**src/rtl/uart_pkg.sv**
```systemverilog
// Shared UART constants used by the receiver, transmitter and RX FIFO.
package uart_pkg;

   localparam int unsigned UART_DATA_W      = 8;
   localparam int unsigned UART_FIFO_ADDR_W = 4;

endpackage : uart_pkg

```
**src/rtl/uart_fifo_ram.sv**
```systemverilog
// Register-array storage for the UART FIFOs.
// Ports:
//   clk   - write clock
//   we    - write enable
//   waddr - write address
//   wdata - write data
//   raddr - asynchronous read address
//   rdata - asynchronous read data, mem[raddr]
module uart_fifo_ram #(
   parameter int unsigned DATA_W = 8,
   parameter int unsigned ADDR_W = 4
) (
   input  logic              clk,
   input  logic              we,
   input  logic [ADDR_W-1:0] waddr,
   input  logic [DATA_W-1:0] wdata,
   input  logic [ADDR_W-1:0] raddr,
   output logic [DATA_W-1:0] rdata
);

   localparam int unsigned DEPTH = 1 << ADDR_W;

   logic [DATA_W-1:0] mem [DEPTH];

   // Storage is intentionally not reset; the pointers define validity.
   always_ff @(posedge clk) begin
      if (we) begin
         mem[waddr] <= wdata;
      end
   end

   assign rdata = mem[raddr];

endmodule : uart_fifo_ram

```
**src/rtl/uart_rx_fifo.sv**
```systemverilog
// First-word-fall-through byte FIFO behind the UART receiver, with a sticky
// overrun flag for bytes dropped while full.
// Ports:
//   clk     - system clock
//   reset   - asynchronous active-low reset
//   rx_data - received byte, stable from rx_done until the next frame
//   rx_done - receiver frame-complete strobe (rising edge pushes)
//   rd_en   - pop request from the consumer
//   rd_data - head entry, 0 while empty
//   empty   - no entries stored
//   full    - all 2**ADDR_W entries stored
//   count   - number of stored entries
//   overrun - sticky: a byte was dropped because the FIFO was full
//   ovr_clr - synchronous clear of overrun
module uart_rx_fifo
   import uart_pkg::*;
#(
   parameter int unsigned DATA_W = UART_DATA_W,
   parameter int unsigned ADDR_W = UART_FIFO_ADDR_W
) (
   input  logic              clk,
   input  logic              reset,
   input  logic [DATA_W-1:0] rx_data,
   input  logic              rx_done,
   input  logic              rd_en,
   output logic [DATA_W-1:0] rd_data,
   output logic              empty,
   output logic              full,
   output logic [ADDR_W:0]   count,
   output logic              overrun,
   input  logic              ovr_clr
);

   localparam int unsigned DEPTH = 1 << ADDR_W;
   localparam int unsigned CNT_W = ADDR_W + 1;

   logic [ADDR_W-1:0] wr_ptr;
   logic [ADDR_W-1:0] rd_ptr;
   logic [CNT_W-1:0]  count_q;
   logic              rx_done_d;
   logic              overrun_q;
   logic [DATA_W-1:0] ram_rdata;

   logic push_edge_c;
   logic pop_c;
   logic push_c;
   logic drop_c;

   // A push while full is only accepted if a pop frees the slot in the same cycle.
   always_comb begin
      push_edge_c = rx_done & ~rx_done_d;
      pop_c       = rd_en & ~empty;
      push_c      = push_edge_c & (~full | pop_c);
      drop_c      = push_edge_c & full & ~pop_c;
   end

   // Pointers, occupancy, strobe edge detect and sticky overrun.
   always_ff @(posedge clk or negedge reset) begin
      if (!reset) begin
         wr_ptr    <= '0;
         rd_ptr    <= '0;
         count_q   <= '0;
         rx_done_d <= 1'b0;
         overrun_q <= 1'b0;
      end else begin
         rx_done_d <= rx_done;
         if (push_c) begin
            wr_ptr <= wr_ptr + ADDR_W'(1);
         end
         if (pop_c) begin
            rd_ptr <= rd_ptr + ADDR_W'(1);
         end
         if (push_c && !pop_c) begin
            count_q <= count_q + CNT_W'(1);
         end else if (pop_c && !push_c) begin
            count_q <= count_q - CNT_W'(1);
         end
         // A drop in the same cycle as a clear keeps the flag set.
         if (drop_c) begin
            overrun_q <= 1'b1;
         end else if (ovr_clr) begin
            overrun_q <= 1'b0;
         end
      end
   end

   uart_fifo_ram #(
      .DATA_W (DATA_W),
      .ADDR_W (ADDR_W)
   ) u_ram (
      .clk   (clk),
      .we    (push_c),
      .waddr (wr_ptr),
      .wdata (rx_data),
      .raddr (rd_ptr),
      .rdata (ram_rdata)
   );

   assign empty   = (count_q == '0);
   assign full    = (count_q == CNT_W'(DEPTH));
   assign count   = count_q;
   assign overrun = overrun_q;
   assign rd_data = empty ? '0 : ram_rdata;

endmodule : uart_rx_fifo

```
**config.mk**
```make
export PLATFORM = sky130hd
export DESIGN_NAME = uart_rx_fifo
export DESIGN_NICKNAME = d
export VERILOG_FILES = /design/src/rtl/uart_pkg.sv /design/src/rtl/uart_fifo_ram.sv /design/src/rtl/uart_rx_fifo.sv
export SDC_FILE = /design/constraint.sdc
export NUM_CORES = 1
export LEC_CHECK = 0
export ABC_CLOCK_PERIOD_IN_PS = 2740
export CAP_MARGIN = 20
export CORE_AREA = 2 2 108 110
export DETAILED_ROUTE_END_ITERATION = 8
export DIE_AREA = 0 0 110 112
export GPL_TIMING_DRIVEN = 0
export PLACE_DENSITY = 0.77
export SYNTH_ARGS = -nofsm -noshare
export SYNTH_HDL_FRONTEND = slang
export SYNTH_SLANG_ARGS = --single-unit
```
**constraint.sdc**
```tcl
create_clock -name clk -period 2.74 [get_ports clk]
set_input_delay 0.548 -clock clk [delete_from_list [all_inputs] [get_ports clk]]
set_output_delay 0.548 -clock clk [all_outputs]
set_load 0.01 [all_outputs]
```
**After elaboration in Yosys (flattened, before gate mapping)**

Memory sizes are Yosys's and may differ from the RTL's.
Index checks and enable logic that the tools add are counted.

- Add/sub/neg operators: 4
- Multipliers: 0
- Divide/modulo/power cells: 0
- Magnitude comparators: 0
- Equal/unequal tests: 1
- Shift operators: 0
- Mux-type cells: 7
- Bitwise gates (word level): 10
- Reductions and logical operators: 7

Operators by type and width:

| operator | number |
|---|---|
| 5-bit two-way mux | 2 |
| 4-bit by 1-bit adder with 4-bit output, second input constant | 2 |
| 8-bit two-way mux | 1 |
| 5-bit by 1-bit adder with 5-bit output, second input constant | 1 |
| 1-bit AND | 5 |
| 5-bit equality test, second input constant | 1 |
| 5-bit logical NOT | 1 |
| 5-bit by 1-bit subtractor with 5-bit output, second input constant | 1 |
| 1-bit two-way mux | 4 |
| 1-bit inverter | 4 |
| 2-bit nonzero test | 2 |
| 1-bit logical AND | 2 |
| 1-bit logical NOT | 2 |
| 1-bit bitwise OR | 1 |

- Register bits: 15
- Latch bits: 0
- Bits in writable memories: 128
- ROM bits: 0
- Bits of input ports: 13
- Output and inout port bits: 16
- Logic and storage cells: 35
- Memories: 1

Memory list:

| memory | depth | bits a word | read ports | clocked after memory_dff | write ports | RTL line | RTL |
|---|---|---|---|---|---|---|---|
| u_ram.mem | 16 | 8 | 1 | 0 | 1 | uart_fifo_ram.sv:23 | `logic [DATA_W-1:0] mem [DEPTH];` |

**Depth between registers and ports, before layout**

- Word-level depth: 9
- Mapped depth: 11
- Mapped depth without buffers: 10

**Hierarchy**

Synthesis repeated with hierarchy kept, for this count alone.

- Cell total of the unflattened synthesis: 294
- Area total of the unflattened synthesis: 5,836.8 um^2

Modules (own cells, without submodules):

| module | instances | cells each | area each (um^2) | sequential area each (um^2) |
|---|---|---|---|---|
| uart_fifo_ram | 1 | 221 | 4,987.3 | 3,843.7 |
| uart_rx_fifo | 1 | 73 | 849.6 | 375.4 |

**Worst setup path after synthesis**

OpenSTA, ideal clock, no wires.

- Kind: register -> register
- Start point: register count_q[0] (netlist: count[0])
- End point: register count_q[4] (netlist: count[4])
- Library setup time: 136 ps
- Data arrival time: 2,649 ps
- Required time: 2,604 ps
- Slack: -45 ps
- Stages on the path, launching flop included: 11
- Buffers on the path: 1
- Clock period less this slack: 2,785 ps
- Path through: dfrtp_1 > nor4_1 > a31o_2 > buf_4 > inv_2 > ha_1 > inv_1 > ha_1 > a21o_1 > a2111oi_0 > o31ai_1

- Longest elaborated chain between the ends: 8
- Elaborated cells on any way between the ends: 16
- Classes of those cells: 2 x add/sub; 1 x eq/ne; 2 x mux; 5 x bitwise; 6 x reduce/logical

Ends and longest elaborated chain:

| what | RTL line | RTL |
|---|---|---|
| from (decl) | uart_rx_fifo.sv:39 | `logic [CNT_W-1:0] count_q;` |
| from (signal assigned) | uart_rx_fifo.sv:74 | `count_q <= count_q + CNT_W'(1);` |
| from (signal assigned) | uart_rx_fifo.sv:76 | `count_q <= count_q - CNT_W'(1);` |
| 5-bit logical NOT | uart_rx_fifo.sv:99 | `assign empty = (count_q == '0);` |
| 1-bit inverter | uart_rx_fifo.sv:52 | `pop_c = rd_en & ~empty;` |
| 1-bit AND | uart_rx_fifo.sv:52 |  |
| 1-bit bitwise OR * | uart_rx_fifo.sv:53 | `push_c = push_edge_c & (~full \| pop_c);` |
| 1-bit AND * | uart_rx_fifo.sv:53 |  |
| named net push_c | uart_rx_fifo.sv:46 | `logic push_c;` |
| 1-bit logical NOT | uart_rx_fifo.sv:75 | `end else if (pop_c && !push_c) begin` |
| 1-bit logical AND | uart_rx_fifo.sv:75 |  |
| 2-bit nonzero test (no line) | - |  |

Mark *: on every way through the listed nets, which the timed path passes. The rest lies on a longest branch. The select of a mux whose other input is x is not followed.
A chain may end at the register's enable or synchronous reset.

**Worst setup path after layout**

- Start point: register rd_ptr[1]
- End point: output rd_data[7]

- Longest elaborated chain between the ends: 2

Ends and longest elaborated chain:

| what | RTL line | RTL |
|---|---|---|
| from (decl) | uart_rx_fifo.sv:38 | `logic [ADDR_W-1:0] rd_ptr;` |
| from (signal assigned) | uart_rx_fifo.sv:71 | `rd_ptr <= rd_ptr + ADDR_W'(1);` |
| memory read 16 x 8 bit | - |  |
| 8-bit two-way mux | uart_rx_fifo.sv:103 | `assign rd_data = empty ? '0 : ram_rdata;` |
| to (decl) | uart_rx_fifo.sv:26 | `output logic [DATA_W-1:0] rd_data,` |

Every way passes these cells.

==> out/qor.csv <==
metric,value,unit
setup_viol,8,
dp_slack,-0.660,ns
hpwl,7300,um
yosys.area_share.simple,3.69,%
cts_hold_buf,0,
slew_headroom,41.2,%
period_share,103,%
startpoint_type,flip-flop,
cts.path.max_buffers,2,
failed_checks,setup timing,
first_pass_iters,4,
cts_root_buf,clkbuf_16,
clk_latency,0.41,ns
clkSlewWorstSetupHoldPaths,0.06,ns
max_clock_freq,0.354,GHz
critPathKind,reg -> out,
wirelength,11800,um
multi_input_area,1650,um2
finalClockSkew,0.00742,ns
drc,0,
yosysSeqAreaShare,71.4,%
final_common_cell,edfxtp_1,
floorplan.initialDensity,52.9,%
outcome,"finished, violations left",
place.port_buffers,28,
grt_pass1_vias,3131,
ys.warnings.count,0,
synth-seq-cells,143,
grt_antenna_before_repair,0,
layout-drive-gt1-share,30.8,%
syn_nets,332,
worst_ep_arrival_time,2.28,ns
synth_top_area_share,65.1,%
syn_avg_cell_area,19.1,um2
synthMuxAreaShare,16.2,%
htree_levels,4,
synth_top_cell_by_area,edfxtp_1,
antenna_cells,0,
gr-total-overflow,0,
vias,3075,
ir_worst_vdd,0.660,mV
cts_buffers,17,
finish.utilization,64.2,%
grtUsageTotal,21.2,%
core_area,11200,um2
required,2.19,ns
period_minus_slack,2.82,ns
die-area,12300,um2
worstRegToRegCells,11,
p_total,7750,uW
holdCritPathClass,reg -> reg,
synth_cells,309,
grt_start_max_net_pins,17,
powerDensity,1080,nW/um2
die_x,110,um
grt_pass1_wl,18300,um
nets,387,
num_rows,39,
clock_sinks,143,
whs_path_depth,2,
place.gp.congestion,0.716,
cts_tree,built,
p_leak,0.00248,uW
io_pins,29,
synth_xor_area_share,1.33,%
initialDrtViolationCount,243,
final_antenna_net_count,0,
hold_violations,0,
routed_via_density,5.91,
synth_cell_types,36,
drv_slew,0,
synth_top_family_by_area,multiplexers,
placed_cell_area,6390,um2
final_cell_area,7170,um2
tightestPinTransition,0.879,ns
yosys-top-cells-area,"edfxtp_1, mux4_2, dfrtp_1",
final_cell_mix,"edfxtp_1, mux4_2, clkbuf_16, clkdlybuf4s50_1, dfrtp_1",
syn_to_final_growth,21.4,%
netlist_area,5910,um2
fillers,718,
rsz0062_at_grt,yes,
drv_cap,0,
hold_slack,0.537,ns
routedWlPerCell,22.7,um
synth-compound-area-share,2.84,%
setup_ws,-0.0849,ns
register_area,4220,um2
dieHeight,112,um
cp_max_fo,5,
setup.worst_path.end_class,output port,
synthAdderAreaFrac,2.25,%
==> path summary, 6_finish.rpt <==
| check | startpoint | end | slack (ns) |
|---|---|---|---|
| setup / recovery | rd_ptr[1] | rd_data[7] | -0.08 |
| hold / removal | overrun | overrun | 0.54 |
| setup reg to reg | count[1] | count[4] | 0.12 |
| hold reg to reg | overrun | overrun | 0.54 |
| max in group asynchronous | reset | count[0] | 1.64 |
| min in group asynchronous | reset | rx_done_d | 0.58 |
==> kinds of logic (layout without fill, tap and decap cells) <==
logic type,after synthesis,after routing
compound gates,29,29
xor+xnor,9,9
flops,143,143
buf+inv,24,92
fa+ha+maj,10,10
mux,51,51
simple gates,43,43
==> sequential cells by signal (all words and copies together), names as in the netlist <==
name       flops
overrun        1
rx_done_d      1
rd_ptr         4
wr_ptr         4
u_ram.mem    128
count          5
==> critical path, cell delays in order (launching register included) <==
cell and delay, ns:
dfrtp_1 0.37, buf_6 0.12, buf_12 0.11, buf_12 0.12, mux4_2 0.50, mux2_4 0.29
o21ai_2 0.11, a21oi_1 0.06, buf_2 0.18
==> stage by stage <==
step / instances / TNS, ns
final: 520 / -0.521
after global routing: 520 / -1.31
after floorplan: 309 / 0
after CTS: 518 / -0.744
after global placement: 480 / -8.74
after detailed placement: 482 / -2.38
==> routing by layer <==
layer / track usage (%) / up-vias / routed length, um
met5: 0 / - / 0
met2: 32.3 / 128 / 5830
met1: 30.3 / 1583 / 5120
li1: - / 1346 / -
met4: 6.24 / 0 / 170
met3: 5.91 / 18 / 670
==> repair_timing <==
item,CTS,global route
pin swaps,1,3
gates cloned,1,0
setup buffers,4,2
setup endpoints to repair,11,11
gates resized for setup,68,14
==> cell usage after synthesis, drive strengths merged <==
| master | count |
|---|---|
| nand4 | 1 |
| a21o | 3 |
| dfrtp | 15 |
| o22ai | 1 |
| clkbuf | 6 |
| fa | 1 |
| a21oi | 10 |
| nor4 | 1 |
| o31ai | 1 |
| xnor2 | 7 |
| nand2b | 1 |
| nor3 | 7 |
| a2111oi | 1 |
| ha | 9 |
| and4b | 1 |
| buf | 10 |
| xor2 | 2 |
| inv | 8 |
| nor3b | 1 |
| nand2 | 11 |
| mux4 | 32 |
| nor2 | 5 |
| edfxtp | 128 |
| nand3 | 6 |
| and2 | 9 |
| mux2i | 9 |
| a31o | 1 |
| o21ai | 12 |
| mux2 | 10 |
==> power breakdown <==
| group | internal [uW] | switching [uW] | total [uW] |
|---|---|---|---|
| clock | 1490 | 835 | 2320 |
| sequential | 2580 | 157 | 2740 |
| combinational | 1390 | 1300 | 2690 |
| total | 5460 | 2290 | 7750 |
==> area by class of cell <==
type	instances	share of cell area, %
Multi-Input combinational cell	142	23.0
Tap cell	143	2.49
Timing Repair Buffer	37	4.73
Clock inverter	7	0.977
Sequential cell	143	58.9
Inverter	8	0.488
Clock buffer	25	7.68
Buffer	15	1.81
Note: power is estimated with default switching activity, not from simulation.
